**config.mk**
```make
export PLATFORM = sky130hd
export DESIGN_NAME = conditional_3d_array_router
export DESIGN_NICKNAME = d
export VERILOG_FILES = /design/src/rtl/conditional_3d_array_router.sv
export SDC_FILE = /design/constraint.sdc
export NUM_CORES = 1
export LEC_CHECK = 0
export BUFFER_PORTS_ARGS = -buffer_cell sky130_fd_sc_hd__buf_2
export CAP_MARGIN = 15
export CORE_AREA = 2 2 214 216
export CTS_BUF_LIST = sky130_fd_sc_hd__clkbuf_4
export CTS_CLUSTER_SIZE = 25
export DETAILED_ROUTE_END_ITERATION = 6
export DIE_AREA = 0 0 216 218
export PLACE_DENSITY = 0.54
export SETUP_SLACK_MARGIN = 0.15
export SLEW_MARGIN = 25
export SYNTH_ARGS = -nofsm -noshare
export SYNTH_HDL_FRONTEND = slang
export SYNTH_SLANG_ARGS = --single-unit
```
**constraint.sdc**
```tcl
create_clock -name clk -period 3.3 [get_ports clk]
set_input_delay 0.825 -clock clk [delete_from_list [all_inputs] [get_ports clk]]
set_output_delay 0.825 -clock clk [all_outputs]
set_load 0.005 [all_outputs]
```
**src/rtl/conditional_3d_array_router.sv**
```systemverilog
// Row-serial frame router: assembles ROWS rows into a buffer, then offers the whole
// frame on the true or false channel. Optional CONDITIONAL_ARRAY_ROUTER_COND_CHECK_EN adds cond_err.
module conditional_3d_array_router #(
  parameter int BIT_WIDTH = 4,
  parameter int ROWS      = 8,
  parameter int COLS      = 8
) (
  input  logic                 clk,
  input  logic                 rst_n,
  input  logic                 in_valid,
  output logic                 in_ready,
  input  logic [BIT_WIDTH-1:0] in_row [COLS-1:0],
  input  logic                 in_condition,
  output logic                 out_true_valid,
  input  logic                 out_true_ready,
  output logic [BIT_WIDTH-1:0] out_true [ROWS-1:0][COLS-1:0],
  output logic                 out_false_valid,
  input  logic                 out_false_ready,
  output logic [BIT_WIDTH-1:0] out_false [ROWS-1:0][COLS-1:0]
`ifdef CONDITIONAL_ARRAY_ROUTER_COND_CHECK_EN
  ,
  output logic                 cond_err
`endif
);

  localparam int CW = (ROWS > 2) ? $clog2(ROWS) : 1;

  typedef enum logic {FILL, DELIVER} state_t;

  state_t                 state, state_next;
  logic [CW-1:0]          row_cnt;
  logic                   sel;
  logic [BIT_WIDTH-1:0]   buffer [ROWS-1:0][COLS-1:0];
  logic                   in_fire;
  logic                   out_fire;
  logic                   last_row;

  assign last_row = (row_cnt == CW'(ROWS - 1));

  always_ff @(posedge clk) begin
    if (!rst_n) state <= FILL;
    else        state <= state_next;
  end

  // Valids depend on state and sel only, never on the consumer readies.
  always_comb begin
    state_next      = state;
    in_ready        = 1'b0;
    in_fire         = 1'b0;
    out_true_valid  = 1'b0;
    out_false_valid = 1'b0;
    out_fire        = 1'b0;
    case (state)
      FILL: begin
        in_ready = 1'b1;
        in_fire  = in_valid;
        if (in_valid && last_row) state_next = DELIVER;
      end
      DELIVER: begin
        out_true_valid  = sel;
        out_false_valid = !sel;
        out_fire        = sel ? out_true_ready : out_false_ready;
        if (out_fire) state_next = FILL;
      end
      default: state_next = FILL;
    endcase
  end

  always_ff @(posedge clk) begin
    if (!rst_n) begin
      row_cnt <= '0;
      sel     <= 1'b0;
      for (int unsigned r = 0; r < ROWS; r++) begin
        for (int unsigned c = 0; c < COLS; c++) begin
          buffer[r][c] <= '0;
        end
      end
    end else if (in_fire) begin
      buffer[row_cnt] <= in_row;
      if (row_cnt == '0) sel <= in_condition;
      if (last_row) row_cnt <= '0;
      else          row_cnt <= row_cnt + 1'b1;
    end
  end

  assign out_true  = buffer;
  assign out_false = buffer;

`ifdef CONDITIONAL_ARRAY_ROUTER_COND_CHECK_EN
  always_ff @(posedge clk) begin
    if (!rst_n) begin
      cond_err <= 1'b0;
    end else if (in_fire && (row_cnt != '0) && (in_condition != sel)) begin
      cond_err <= 1'b1;
    end
  end
`endif

endmodule

```
## Word-level counts from Yosys, hierarchy flattened

Index checks and enable logic that the tools add are counted.

- Bits in registers: 261
- Input bits: 38
- Output and inout bits: 515

- Add/sub/neg operators: 1
- Order comparisons: 2
- Eq/ne operators: 1
- Multiplexer cells: 12
- Bitwise logic cells: 1
- Reductions and logical operators: 5

Operators with widths:

| cell | number |
|---|---|
| bitwise mux 256 bit | 1 |
| demux 32 bit (select 3 bit) | 1 |
| two-way mux 32 bit | 1 |
| two-way mux 1 bit | 7 |
| < comparator 3 x 4 -> 1 bit (second input constant) | 1 |
| adder 3 x 1 -> 3 bit (second input constant) | 1 |
| == test 3 bit (second input constant) | 1 |
| >= comparator 3 x 1 -> 1 bit (second input constant) | 1 |
| zero test 3 bit | 1 |
| two-way mux 3 bit | 1 |
| logical AND 1 bit | 2 |
| one-hot mux 1 bit (2 select lines) | 1 |
| AND reduction 2 bit | 1 |
| zero test 1 bit | 1 |
| NOT 1 bit | 1 |

## Longest topological paths before layout

- Depth after elaboration: 5
- Depth in mapped cells: 6
- Mapped depth without buffers: 5

## Worst setup path after synthesis

OpenSTA, ideal clock, no wires.

- Kind: in2reg
- Start point: in in_valid
- End point: reg buffer, in the netlist out_false[162]
- Setup time: 0.073 ns
- Arrival: 1.693 ns
- Required time: 3.227 ns
- Slack: 1.534 ns
- Stages: 5
- Path through: nor3b_2 and3_1 buf_4 buf_8 mux2i_1

- Longest elaborated chain between the ends: 1

Ends and longest elaborated chain:

| what | line | text |
|---|---|---|
| start, declared | 10 | `input logic in_valid,` |
| two-way mux 1 bit | 53 | `case (state)` |
| end signal, assigned by index | 79 | `buffer[row_cnt] <= in_row;` |
| end, declared | 33 | `logic [BIT_WIDTH-1:0] buffer [ROWS-1:0][COLS-1:0];` |

No other way between the ends.
A chain may end at the register's enable or synchronous reset.

## Final worst setup path

- Start point: reg state
- End point: out out_false_valid

- Longest elaborated chain between the ends: 1

Ends and longest elaborated chain:

| what | line | text |
|---|---|---|
| start, declared | 30 | `state_t state, state_next;` |
| start signal, assigned | 42 | `else state <= state_next;` |
| two-way mux 1 bit | 53 |  |
| end, declared | 17 | `output logic out_false_valid,` |

No other way between the ends.

==> results.md <==
* Worst slew pin tran at 606.3 ps
* # fillers at 4767
* Seq pwr share at 0.480
* Largest net degree at the start of global routing at 79
* CTS tree: yes
* CP max FO at 7
* Pre-CTS setup slack at 706.2 ps
* Synthesis-to-finish area growth at 21.28%
* Max Clock Freq at 431.1 MHz
* Seq cells post-synth at 261
* FF/Latch Area at 5225 sq um
* Number of setup violations in the final report at 0
* Ys Warns at 0
* Combinational share of power at 0.071
* GR Util All Layers at 0.1497
* Synth area leaders: dfxtp_1 (46%), mux2i_1 (23%), buf_4 (18%)
* Critical Path RT at 2470 ps
* Post-synthesis sequential area ratio at 0.4566
* Routed Antenna Nets at 0
* Initial Util at 0.2549
* Via Count at 8877
* Power density cells at 492.9 nW/um^2
* CP endpoint kind: output port
* Setup CP Type: reg2out
* Initial DRC count at 364
* DR pass1 iterations at 4
* Worst path max stage delay at 470 ps
* PortBufs at 552
* Final worst-path cycle share at 0.7029
* Final hold viol count at 0
* Switching part of the total at 0.2551
* Max Clock Skew at 40.52 ps
* Data arrival, critical path at 1490 ps
* Slew Limit Fails at 0
* Mapped Cells at 1158
* Post-CTS Setup Inserts at 0
* Area of the multi-input gates at 3921 sq um
* Total Wirelength at 37080 um
* First-pass GRT wire length at 52210 um
* Top cell type by total area after synthesis: dfxtp_1
* Synth Net Count at 1199
* Worst skew pair latency at 750 ps
* Synth Area per Inst at 9.881 sq um
* Clock Sink Count at 261
* Die area at 47090 sq um
* Nets at 1535
* Clock share of power at 0.449
* Status: finished, final reports clean
* Vias in the first global route at 8231
* Sw power at 1.745 mW
* Hold_buf cts at 0
* Mapped cell area at 11440 sq um
* CTS Buffer Depth at 3
* RSZ-0062 raised after global routing: false
* Critical Path Source Type: register
* Wire per inst at 17.27 um
* Ports at 553
* Int Pwr at 5.095 mW
* # rows at 78
* Routability cong. at 0.7596
* Synth cell types at 25
* DRC Markers at 0
* Hold WC Path Type: in2reg
* Crit-path cells: inv_1, nor2_1, buf_2
* Max transition margin at 0.5953
* Cts bufs inserted at 77
* Die W at 216 um
* Core Area at 44890 sq um
* Maxcap violations at 0
* Crit-path slowest cell: dfxtp_1
* Initial antenna violation count at 1
* Die height at 218 um
* Leak at 7.601 nW
* Maximum vdd drop at 215.2 uV
* Clk pin slew, worst setup/hold paths at 50 ps
* DP HPWL at 26220 um
* Most frequent cells in the layout: buf_2 (551), nand2_1 (289), mux2i_1 (261), dfxtp_1 (261), clkbuf_4 (110)
* Yosys top cell area share at 0.4566
* Period minus WS final at 2319 ps
* Setup ws final at 980.5 ps
* Root Driver: clkbuf_4
* Avg Vias per Cell at 4.135
* Overflow after GRT at 0
* Layout cells sized above 1 at 0.4554
* Htree depth at 3
* Most common cell after layout, fill and taps aside: buf_2
* Final setup TNS at 0 ps
* PostCTS Resize Cnt at 0
## layout make-up
cell class	count	area share
flip-flops and latches	261	0.3765
multi-input cells	575	0.2826
repair buffers	576	0.2163
clock buffers	110	0.05951
well taps	600	0.05410
clock inverters	21	0.01001
inverters	3	0.0008115
diodes	1	0.0001803
## synthesized netlist by cell type
cell type and n:
nor2_2 1, a22oi_1 1, and3_1 1, nand3_2 2, inv_1 3, nor3b_1 1
buf_6 6, buf_4 269, nor2_1 3, nor4bb_1 1, dfxtp_1 261, nor3_4 1
buf_2 9, nand2_1 290, nand3b_1 1, ha_1 3, nand3b_4 1, mux2i_1 261
clkbuf_1 30, and2_1 1, clkbuf_2 1, buf_8 3, buf_1 1, nor2b_1 6
nor3b_2 1
## flip-flops by register name, indices dropped and copies added, names as in the netlist
signal	flops
row_cnt	3
state	1
out_false	256
sel	1
## worst paths after layout
| kind | from | to | slack [ps] | cells past startpoint |
|---|---|---|---|---|
| setup reg to reg | row_cnt[1]$_SDFFE_PN0P_ | out_false[145]$_SDFFE_PN0P_ | 1270 | 4 |
| setup / recovery | state$_SDFF_PN0_ | out_false_valid | 980 | 3 |
| hold reg to reg | out_false[254]$_SDFFE_PN0P_ | out_false[254]$_SDFFE_PN0P_ | 470 | 2 |
| hold / removal | in_condition | sel$_SDFFE_PN0P_ | 350 | 3 |
## critical path, delay by kind of cell, from the launching register on
| family | cells | cell delay, ps |
|---|---|---|
| buffers and inverters | 2 | 200 |
| AND/OR/NAND/NOR | 1 | 90 |
| flip-flops | 1 | 470 |
## metal layers
metal  global-route usage  wire length, um  vias up
met2               0.2380            17540      353
met3              0.03305             2006       49
met4              0.06667              842        0
li1                     -                -     4216
met1               0.1943            16680     4259
met5                    0                0        -
## per-stage QoR
| stage | utilization | hold slack [ps] | instances | instance area, sq um | power [mW] |
|---|---|---|---|---|---|
| finish | 0.3091 | 350.6 | 2147 | 13880 | 6.840 |
| global route | 0.3091 | 240.1 | 2147 | 13880 | 7.214 |
| CTS | 0.3091 | 178.1 | 2146 | 13870 | 7.009 |
| detailed placement | 0.2876 | 459.2 | 2015 | 12910 | 3.847 |
| global placement | 0.2876 | 451.0 | 2015 | 12910 | 3.842 |
| floorplan | - | 464.3 | 1158 | 11440 | 3.663 |
## power groups by stage
stage	clock (mW)	sequential, mW	combinational (mW)
CTS	3.23	3.28	0.495
global route	3.40	3.29	0.529
floorplan	0	3.34	0.323
detailed placement	0	3.35	0.494
finish	3.07	3.28	0.485
global placement	0	3.35	0.492
## cells by family (layout without fill, tap and decap cells)
kind of cell | count (synthesis) | in the layout | synth area share
multiplexers | 261 | 261 | 0.2283
buffers and inverters | 322 | 710 | 0.2019
AND/OR/NAND/NOR | 310 | 310 | 0.1092
AO/OA/AOI/OAI | 1 | 1 | 0.0006563
adder cells (fa/ha/maj) | 3 | 3 | 0.003281
flip-flops | 261 | 261 | 0.4566
other | 0 | 1 | 0
(Power assumes the default switching activity.)
